### config.mk
export PLATFORM = sky130hd
export DESIGN_NAME = wall_collision_ctrl
export DESIGN_NICKNAME = d
export VERILOG_FILES = /design/src/rtl/wall_collision_ctrl.sv
export SDC_FILE = /design/constraint.sdc
export NUM_CORES = 1
export LEC_CHECK = 0
export ABC_CLOCK_PERIOD_IN_PS = 6400
export BUFFER_PORTS_ARGS = -buffer_cell sky130_fd_sc_hd__buf_2
export CORE_UTILIZATION = 55
export DETAILED_ROUTE_END_ITERATION = 8
export PLACE_DENSITY = 0.9
export SLEW_MARGIN = 20
export SYNTH_ARGS = -nofsm -noshare
export SYNTH_HDL_FRONTEND = slang
export SYNTH_SLANG_ARGS = --single-unit
### constraint.sdc
create_clock -name clk -period 6.4 [get_ports clk]
set_input_delay 1.28 -clock clk [delete_from_list [all_inputs] [get_ports clk]]
set_output_delay 1.28 -clock clk [all_outputs]
set_load 0.02 [all_outputs]
### src/rtl/wall_collision_ctrl.sv
// Game controller beside the vertical-wall stages: sequences load/ready/play/crash,
// detects cube/wall overlap per frame and keeps a saturating frame-survival score.
module wall_collision_ctrl #(
  parameter int unsigned NWALL        = 7,
  parameter int unsigned HIT_THRESH   = 4,
  parameter int unsigned SCORE_DIV    = 60,
  parameter int unsigned FLASH_FRAMES = 15
) (
  input  logic             clk,
  input  logic             reset,
  input  logic             frame,
  input  logic             btnC,
  input  logic             btnU,
  input  logic             cube_px,
  input  logic [NWALL-1:0] wall_px,
  output logic             load_counter,
  output logic             start_machine,
  output logic             stop,
  output logic             flash,
  output logic             crash,
  output logic [15:0]      score,
  output logic [NWALL-1:0] wall_hit
);

  localparam int unsigned DivW   = $clog2(SCORE_DIV + 1);
  localparam int unsigned FlashW = $clog2(FLASH_FRAMES + 1);

  typedef enum logic [1:0] {
    StLoad  = 2'd0,
    StReady = 2'd1,
    StPlay  = 2'd2,
    StCrash = 2'd3
  } state_e;

  state_e             state_q, state_d;
  logic               frame_q;
  logic               load_tick_q, load_tick_d;
  logic [7:0]         ovl_cnt_q, ovl_cnt_d;
  logic [DivW-1:0]    div_cnt_q, div_cnt_d;
  logic [FlashW-1:0]  flash_cnt_q, flash_cnt_d;
  logic               load_counter_q, load_counter_d;
  logic               start_machine_q, start_machine_d;
  logic               stop_q, stop_d;
  logic               flash_q, flash_d;
  logic               crash_q, crash_d;
  logic [15:0]        score_q, score_d;
  logic [NWALL-1:0]   wall_hit_q, wall_hit_d;

  logic       frame_tick;
  logic       hit;
  logic [8:0] ovl_sum;
  logic       crash_now;
  logic       restart;

  assign frame_tick = frame & ~frame_q;
  assign hit        = cube_px & (|wall_px);
  // The decision on a frame tick must include an overlap on that very cycle.
  assign ovl_sum    = {1'b0, ovl_cnt_q} + {8'd0, hit};
  assign crash_now  = ovl_sum >= 9'(HIT_THRESH);
  assign restart    = btnU & ((state_q == StPlay) | (state_q == StCrash));

  always_ff @(posedge clk) begin
    if (reset) begin
      state_q         <= StLoad;
      frame_q         <= 1'b0;
      load_tick_q     <= 1'b0;
      ovl_cnt_q       <= '0;
      div_cnt_q       <= '0;
      flash_cnt_q     <= '0;
      load_counter_q  <= 1'b1;
      start_machine_q <= 1'b0;
      stop_q          <= 1'b0;
      flash_q         <= 1'b1;
      crash_q         <= 1'b0;
      score_q         <= '0;
      wall_hit_q      <= '0;
    end else begin
      state_q         <= state_d;
      frame_q         <= frame;
      load_tick_q     <= load_tick_d;
      ovl_cnt_q       <= ovl_cnt_d;
      div_cnt_q       <= div_cnt_d;
      flash_cnt_q     <= flash_cnt_d;
      load_counter_q  <= load_counter_d;
      start_machine_q <= start_machine_d;
      stop_q          <= stop_d;
      flash_q         <= flash_d;
      crash_q         <= crash_d;
      score_q         <= score_d;
      wall_hit_q      <= wall_hit_d;
    end
  end

  always_comb begin
    state_d = state_q;
    case (state_q)
      StLoad:  if (frame_tick && load_tick_q) state_d = StReady;
      StReady: if (btnC) state_d = StPlay;
      StPlay: begin
        if (btnU) state_d = StLoad;
        else if (frame_tick && crash_now) state_d = StCrash;
      end
      StCrash: if (btnU) state_d = StLoad;
      default: state_d = StLoad;
    endcase
  end

  always_comb begin
    load_tick_d = load_tick_q;
    ovl_cnt_d   = ovl_cnt_q;
    div_cnt_d   = div_cnt_q;
    flash_cnt_d = flash_cnt_q;
    flash_d     = flash_q;
    crash_d     = crash_q;
    score_d     = score_q;
    wall_hit_d  = wall_hit_q;

    if (state_q == StLoad && frame_tick) load_tick_d = ~load_tick_q;

    if (frame_tick) ovl_cnt_d = '0;
    else if (state_q == StPlay && hit && ovl_cnt_q != 8'hFF) ovl_cnt_d = ovl_cnt_q + 8'd1;

    if (state_q == StPlay && hit) wall_hit_d = wall_hit_q | wall_px;

    if (state_q == StPlay && frame_tick) begin
      if (crash_now) begin
        crash_d     = 1'b1;
        flash_cnt_d = '0;
        flash_d     = 1'b1;
      end else if (div_cnt_q == DivW'(SCORE_DIV - 1)) begin
        div_cnt_d = '0;
        if (score_q != 16'hFFFF) score_d = score_q + 16'd1;
      end else begin
        div_cnt_d = div_cnt_q + DivW'(1);
      end
    end

    if (state_q == StCrash && frame_tick) begin
      if (flash_cnt_q == FlashW'(FLASH_FRAMES - 1)) begin
        flash_cnt_d = '0;
        flash_d     = ~flash_q;
      end else begin
        flash_cnt_d = flash_cnt_q + FlashW'(1);
      end
    end

    // Restart overrides everything, including a coincident frame tick.
    if (restart) begin
      load_tick_d = 1'b0;
      ovl_cnt_d   = '0;
      div_cnt_d   = '0;
      flash_cnt_d = '0;
      flash_d     = 1'b1;
      crash_d     = 1'b0;
      score_d     = '0;
      wall_hit_d  = '0;
    end

    load_counter_d  = (state_d == StLoad);
    start_machine_d = (state_d == StPlay);
    stop_d          = (state_d == StPlay);
  end

  assign load_counter  = load_counter_q;
  assign start_machine = start_machine_q;
  assign stop          = stop_q;
  assign flash         = flash_q;
  assign crash         = crash_q;
  assign score         = score_q;
  assign wall_hit      = wall_hit_q;

endmodule
==> impl_metrics.ini, run 1 <==
[status]
run_status = complete, no violations

[cts]
root_buffer = clkbuf_8
cts_made_buffers = 5
post_cts_buffers = 0
cts_hold_repair.buffers = 0
htree_num_levels = 2
cts.repair.resized = 0
cts.reportedPaths.clkPinSlew_ns = 0.10
cts_sinks = 49
clk_latency_ns = 0.31
clk_path_buf_depth = 2
cts_tree = yes

[drt]
routedWlPerCell_um = 15.5
drc = 0
drt-initial-drc-count = 287
routed_wl_um = 5870
via_count = 2343
postRouteAntennaNets = 0
drt-pass1-iter-count = 4
via_per_inst = 6.17

[worst_setup_path]
arrival_ns = 4.36
crit_path_end = score[15]
critPathLaunch = wall_px[3]
crit_type = in2reg
r2r_start = ovl_cnt_q[0]
start_kind = input pin
r2r_end = score[15]
r2r_cells = 6
cp_max_fo = 22
required_ns = 6.63
reg2reg_slack_ns = 3.67
end_kind = flop

[global_route]
grt_usage_pct = 24.8
grt_pass1_vias = 2175
grt_max_degree = 35
grt_pass1_wl_um = 9920
antenna_found_initial = 0
overflow = 0

[cells_and_area]
areaGrowthSynthToFinish_pct = 12.2
fin_util_pct = 64.6
n_antenna_cell = 0
fin_nets = 347
drive_gt1_share_pct = 16.8

[sta]
fin_tns_setup_ns = 0
worst_pin_slew_ns = 1.05
layout_min_cycle_time_ns = 4.13
rsz0062_at_grt = false
fin_skew_ns = 0.0105
slew_violations = 0
setup-violations-final = 0
max_freq_mhz = 242
period_share_pct = 64.5
hold_viol = 0
setup_ws_ns = 2.27
slew_headroom_pct = 30.0

[synth]
synthArstFlopShare_pct = 0
synth_edf_count = 0
yosysWarningCount = 0
synth.cell_area_um2 = 2510
ys.flop_type = dfxtp_1
ys_ff_latch = 49
synth_area_leaders = dfxtp_1 39%, a21oi_1 6.8%, nor2_1 3.7%
yosysUniqueCellTypes = 50
post_synth.cell_area_avg_um2 = 8.53
yosys.area.top_type = dfxtp_1
yosys.area.top_type_share_pct = 39.1
syn_inst = 294
yosysSeqAreaShare_pct = 39.1
synth_nets = 314

[die]
die_x_um = 69.5
num_rows = 24
initial_core_util_pct = 57.6
die_height_um = 69.5
pin_count = 41
design.core.area_um2 = 4350
dieArea_um2 = 4830

[place]
port-buffer-count = 40
place_congestion = 0.861
place_ws_ns = 2.16
dp_hpwl_um = 3960

[pwr]
power_density_nw_per_um2 = 189
p_leak_nw = 1.07
power_uw = 532
irDropWorstVdd_uv = 117

[min_path]
min_path_type = reg2reg

[flow_run]
maxCapViolations = 0
-- synth_stat cells, types with 2 or more instances --
master and instances:
o21ai_0 14, a21oi_1 34, nand2_1 17, clkbuf_1 9, buf_4 2, and3_1 6
nand2b_1 4, a31oi_1 4, inv_1 6, nand4_1 12, dfxtp_1 49, nor2_1 25
mux2i_1 4, and4_1 3, nor2b_1 3, and2_1 4, buf_6 2, or4_1 12
nor3b_1 4, or3_1 13, xor2_1 2, nand3b_1 4, ha_1 7, o31ai_1 5
xnor2_1 6, nor4_1 3, nor3_1 5, and4bb_2 2, nand3_1 12
-- through the flow --
stage	cell area, um2	hold slack [ns]	instances
floorplan	2510	0.449	294
global placement	2700	0.445	372
detailed placement	2700	0.453	372
CTS	2800	0.477	380
global route	2810	0.508	380
finish	2810	0.477	380
-- power breakdown --
group | total (mW) | internal [mW] | leakage (nW) | switching [mW]
logic | 0.0253 | 0.00889 | 0.624 | 0.0164
clock network | 0.196 | 0.0819 | 0.0506 | 0.114
registers | 0.311 | 0.308 | 0.395 | 0.00304
total | 0.532 | 0.398 | 1.07 | 0.134
-- cell usage in the layout, fill, tap and decap left out, drive strengths merged, types with 5 or more instances in the layout --
cell	instances
inv	8
o21ai	14
nand2	17
nor3	6
o31ai	5
or3	13
buf	40
xnor2	6
a21oi	34
nor2	25
ha	7
nand4	12
and2	5
nand3	12
and3	6
clkbuf	5
or4	12
dfxtp	49
-- routing by layer --
| metal | vias to the layer above | track usage, % | routed length [um] |
|---|---|---|---|
| li1 | 1168 | - | - |
| met1 | 1084 | 33.6 | 2630 |
| met2 | 78 | 39.6 | 2870 |
| met3 | 13 | 5.09 | 307 |
| met4 | 0 | 8.16 | 69 |
| met5 | - | 0 | 0 |
-- critical path, cell delays in order --
cell       delay (ns)
buf_2            0.10
nor4_1           0.57
a21oi_1          0.15
ha_1             0.29
a211o_1          0.36
a2111oi_4        0.48
o22ai_2          0.37
or4_1            0.58
a21oi_1          0.16
-- worst min-delay path by stage --
stage                   endpoint  slack (ns)    startpoint  cells after the start
CTS                  wall_hit[1]        0.48   wall_hit[1]                      2
global route         wall_hit[2]        0.51   wall_hit[2]                      2
global placement     wall_hit[0]        0.44   wall_hit[0]                      2
floorplan           div_cnt_q[1]        0.45  div_cnt_q[1]                      2
finish              div_cnt_q[1]        0.48  div_cnt_q[1]                      2
detailed placement   wall_hit[1]        0.45   wall_hit[1]                      2
-- final cells by class --
class / count / area (um2)
Fill cell: 354 / 1540
Multi-Input combinational cell: 225 / 1450
Sequential cell: 49 / 981
Timing Repair Buffer: 40 / 200
Clock buffer: 5 / 68.8
Tap cell: 52 / 65.1
Clock inverter: 3 / 28.8
Inverter: 6 / 22.5
-- sequential cells by signal, summed over array words and instances (netlist names) --
name and flops:
score 16, crash 1, load_tick_q 1, frame_q 1
state_q 2, wall_hit 7, flash_cnt_q 4, load_counter 1
stop 1, flash 1, ovl_cnt_q 8, div_cnt_q 6
-- kinds of logic after synthesis --
logic type | Yosys count | synth area share (%)
compound gates | 71 | 18.0
fa+ha+maj | 7 | 3.49
flops | 49 | 39.1
simple gates | 135 | 31.0
mux | 4 | 1.60
xor+xnor | 8 | 2.79
buf+inv | 20 | 3.94
Note: power is estimated with default switching activity, not from simulation.
==> inputs of run 2 (changes only) <==
ABC_CLOCK_PERIOD_IN_PS = 3900   (was 6400)
clock period = 3.9 ns   (was 6.4 ns; I/O delays follow)
==> run 2 against run 1 <==
Effect of this change: count of clock-buffer cells in the layout unchanged; combinational power up 62%; register-to-register slack got worse by 2.4 ns; hold slack better by 0.0052 ns; global-route usage up 0.71 points; first-iteration DRC count decreased by 39%; routed wire length rose by 0.77%; critical path type unchanged.
==> impl_metrics.ini, run 2 (same netlist as run 1, synthesis figures left out) <==
[cts]
clk_path_buf_depth = 2
cts_hold_repair.buffers = 0
htree_num_levels = 2
cts_made_buffers = 5
cts.reportedPaths.clkPinSlew_ns = 0.10
post_cts_buffers = 0
cts.repair.resized = 0
root_buffer = clkbuf_8
cts_tree = yes
clk_latency_ns = 0.32
cts_sinks = 49

[drt]
via_count = 2409
routed_wl_um = 5920
via_per_inst = 6.32
drt-initial-drc-count = 174
postRouteAntennaNets = 0
routedWlPerCell_um = 15.5
drc = 0
drt-pass1-iter-count = 6

[pwr]
p_leak_nw = 1.08
power_density_nw_per_um2 = 330
power_uw = 934
irDropWorstVdd_uv = 223

[global_route]
overflow = 0
grt_pass1_wl_um = 10100
grt_usage_pct = 25.6
antenna_found_initial = 0
grt_pass1_vias = 2234
grt_max_degree = 35

[cells_and_area]
n_antenna_cell = 0
multi_input_area_um2 = 1430
fin_nets = 348
regArea_um2 = 981
drive_gt1_share_pct = 17.0
layout_common_cells = 49 x dfxtp_1, 40 x buf_2, 34 x a21oi_1, 25 x nor2_1, 17 x nand2_1
largest_register_ffs = 16
final_common_cell = dfxtp_1
areaGrowthSynthToFinish_pct = 12.7
fill_cells = 380

[worst_setup_path]
critPathSlowestCell = or4_1
cp_common_cell = a21oi_1
cp_max_fo = 22
required_ns = 4.14
crit_chain = buf_2, nor4_1, a21oi_1, ha_1, a211o_1, a2111oi_4, o22ai_2, or4_1, a21oi_1
critPathMaxStageDelay_ns = 0.58
crit_type = in2reg
start_kind = input pin
arrival_ns = 3.63
end_kind = flop

[sta]
worst_pin_slew_ns = 1.10
slew_violations = 0
period_share_pct = 86.9
setup_ws_ns = 0.511
holdWs_ns = 0.482
setup-violations-final = 0
slew_headroom_pct = 26.8
rsz0062_at_grt = false
layout_min_cycle_time_ns = 3.39
fin_tns_setup_ns = 0
max_freq_mhz = 295
fin_skew_ns = 0.0121
hold_viol = 0

[die]
dieArea_um2 = 4830
pin_count = 41
num_rows = 24
design.core.area_um2 = 4350
die_height_um = 69.5
initial_core_util_pct = 57.6
die_x_um = 69.5

[place]
dp_hpwl_um = 4110
port-buffer-count = 40
place_congestion = 0.869
place_ws_ns = 0.217

[min_path]
min_path_type = reg2reg

[status]
run_status = complete, no violations

[flow_run]
maxCapViolations = 0
==> run 2: worst max-delay path: cells and delay by family <==
kind	cells	cell delay [ns]
and+or+nand+nor	2	1.01
adders and majority gates	1	0.26
AOI/OAI and AO/OA	5	1.47
buffers and inverters	1	0.10
==> run 2: metal layers <==
layer	up-vias	track usage, %	share of wire [%]
met4	0	12.0	2.6
li1	1172	-	-
met1	1129	32.8	44
met5	-	0	0
met2	86	42.0	49
met3	22	4.07	5.1
==> run 2: where the power goes <==
part,total [mW],switching (mW),leakage (nW),internal [mW]
logic,0.0410,0.0264,0.628,0.0146
registers,0.509,0.00463,0.395,0.505
clock network,0.383,0.188,0.0591,0.196
total,0.934,0.219,1.08,0.715
==> run 2: area by class of cell <==
cell class / count / area share [%]
inverters: 6 / 0.797
clock inverters: 3 / 1.68
clock buffers: 5 / 2.43
multi-input cells: 225 / 50.7
repair buffers: 41 / 7.35
flip-flops and latches: 49 / 34.7
well taps: 52 / 2.30
==> run 2: path summary, 6_finish.rpt <==
path	startpoint	to	slack (ns)	cells past startpoint
min	wall_hit[1]	wall_hit[1]	0.48	2
max	wall_px[3]	score[15]	0.51	9
max reg2reg	ovl_cnt_q[0]	score[15]	1.23	6
min reg2reg	wall_hit[1]	wall_hit[1]	0.48	2
==> run 2: through the flow <==
step	util [%]	instance area (um2)	instances
6_report	64.9	2830	381
5_1_grt	64.9	2830	381
4_1_cts	64.9	2830	381
3_5_place_dp	62.2	2710	373
3_3_place_gp	62.2	2710	373
2_1_floorplan	-	2510	294
==> inputs of run 3 (changes only) <==
ABC_CLOCK_PERIOD_IN_PS = 3800   (was 3900)
clock period = 3.8 ns   (was 3.9 ns; I/O delays follow)
==> run 3 against run 2 <==
Effect of this change: die area did not move; clock power barely moved; sequential power rose by 3%; flip-flop and latch count did not move; count of clock-buffer cells in the layout did not move; via count fell by 0.91%; global-route usage fell by 1.5 points; register-to-register slack got worse by 0.06 ns; hold slack got worse by 0.0057 ns; cell area rose by 0.27%; critical path type unchanged; largest cell class unchanged.
==> impl_metrics.ini, run 3 (same netlist as run 1, synthesis figures left out) <==
[die]
num_rows = 24
design.core.area_um2 = 4350
pin_count = 41
die_height_um = 69.5
die_x_um = 69.5
initial_core_util_pct = 57.6
dieArea_um2 = 4830

[cts]
root_buffer = clkbuf_8
clk_latency_ns = 0.30
cts.repair.resized = 0
htree_num_levels = 2
cts_hold_repair.buffers = 0
post_cts_buffers = 0
cts_sinks = 49
clk_path_buf_depth = 2
cts_made_buffers = 5
cts.reportedPaths.clkPinSlew_ns = 0.10
cts_tree = yes

[sta]
fin_tns_setup_ns = 0
setup-violations-final = 0
worst_pin_slew_ns = 0.830
fin_skew_ns = 0.00803
period_share_pct = 87.8
slew_violations = 0
layout_min_cycle_time_ns = 3.34
slew_headroom_pct = 44.6
rsz0062_at_grt = false
max_freq_mhz = 300
hold_viol = 0

[drt]
drt-initial-drc-count = 163
via_per_inst = 6.25
postRouteAntennaNets = 0
routed_wl_um = 5620
drt-pass1-iter-count = 4
routedWlPerCell_um = 14.7
via_count = 2387
drc = 0

[cells_and_area]
n_antenna_cell = 0
fill_cells = 357
drive_gt1_share_pct = 17.6
layout_common_cells = 49 x dfxtp_1, 40 x buf_2, 34 x a21oi_1, 25 x nor2_1, 17 x nand2_1
largest_register_ffs = 16
fin_nets = 349
areaGrowthSynthToFinish_pct = 13.0
fin_area_um2 = 2830
final_common_cell = dfxtp_1

[global_route]
overflow = 0
grt_max_degree = 35
grt_usage_pct = 24.1
grt_pass1_wl_um = 9650
grt_pass1_vias = 2154
antenna_found_initial = 0

[pwr]
irDropWorstVdd_uv = 236
power_density_nw_per_um2 = 334
p_leak_nw = 1.08

[worst_setup_path]
required_ns = 4.04
cp_max_fo = 22
start_kind = input pin
arrival_ns = 3.57
critPathLaunch = wall_px[3]
crit_type = in2reg
end_kind = flop
r2r_start = ovl_cnt_q[0]

[place]
place_congestion = 0.871
port-buffer-count = 40
dp_hpwl_um = 3900
postPlaceCellArea_um2 = 2720

[status]
run_status = complete, no violations

[min_path]
min_path_type = reg2reg
hold_start = div_cnt_q[1]

[flow_run]
maxCapViolations = 0
## run 3: final timing paths
path | end | slack (ns) | depth (start not counted)
max reg2reg | score[5] | 1.17 | 6
min reg2reg | div_cnt_q[1] | 0.48 | 2
max | score[5] | 0.46 | 9
min | div_cnt_q[1] | 0.48 | 2
## run 3: layer usage
layer / wire (um) / global-route usage (%) / part of all wire, %
met5: 0 / 0 / 0
met4: 46 / 7.03 / 0.82
met3: 205 / 4.22 / 3.6
met2: 2640 / 39.5 / 47
met1: 2720 / 32.5 / 48
## run 3: area by class of cell
cell class                      count  area, um2  share of cell area, %
Multi-Input combinational cell    225       1440                   50.6
Sequential cell                    49        981                   34.6
Timing Repair Buffer               42        215                   7.59
Clock buffer                        5       68.8                   2.43
Tap cell                           52       65.1                   2.30
Clock inverter                      3       46.3                   1.63
Inverter                            6       22.5                  0.795
## run 3: power breakdown
group	internal, mW	total, mW	switching, mW	leakage [nW]
Combinational	0.0151	0.0427	0.0276	0.631
Sequential	0.518	0.523	0.00487	0.395
Clock	0.197	0.382	0.185	0.0543
Total	0.730	0.948	0.217	1.08
## run 3: per-stage QoR
stage / hold WS, ns / instances / worst slack, ns / utilization, % / total power [mW]
floorplan: 0.449 / 294 / 0.657 / - / 0.559
global placement: 0.446 / 374 / 0.272 / 62.4 / 0.575
detailed placement: 0.459 / 374 / 0.166 / 62.4 / 0.577
CTS: 0.480 / 382 / 0.453 / 65.1 / 0.948
global route: 0.501 / 382 / 0.252 / 65.1 / 0.975
finish: 0.476 / 382 / 0.464 / 65.1 / 0.948
## run 3: critical path: stages
cell       delay [ns]
buf_2            0.10
nor4_1           0.41
a21oi_1          0.13
ha_1             0.26
a211o_1          0.34
a2111oi_4        0.46
o22ai_2          0.36
or4_1            0.59
a21oi_1          0.15
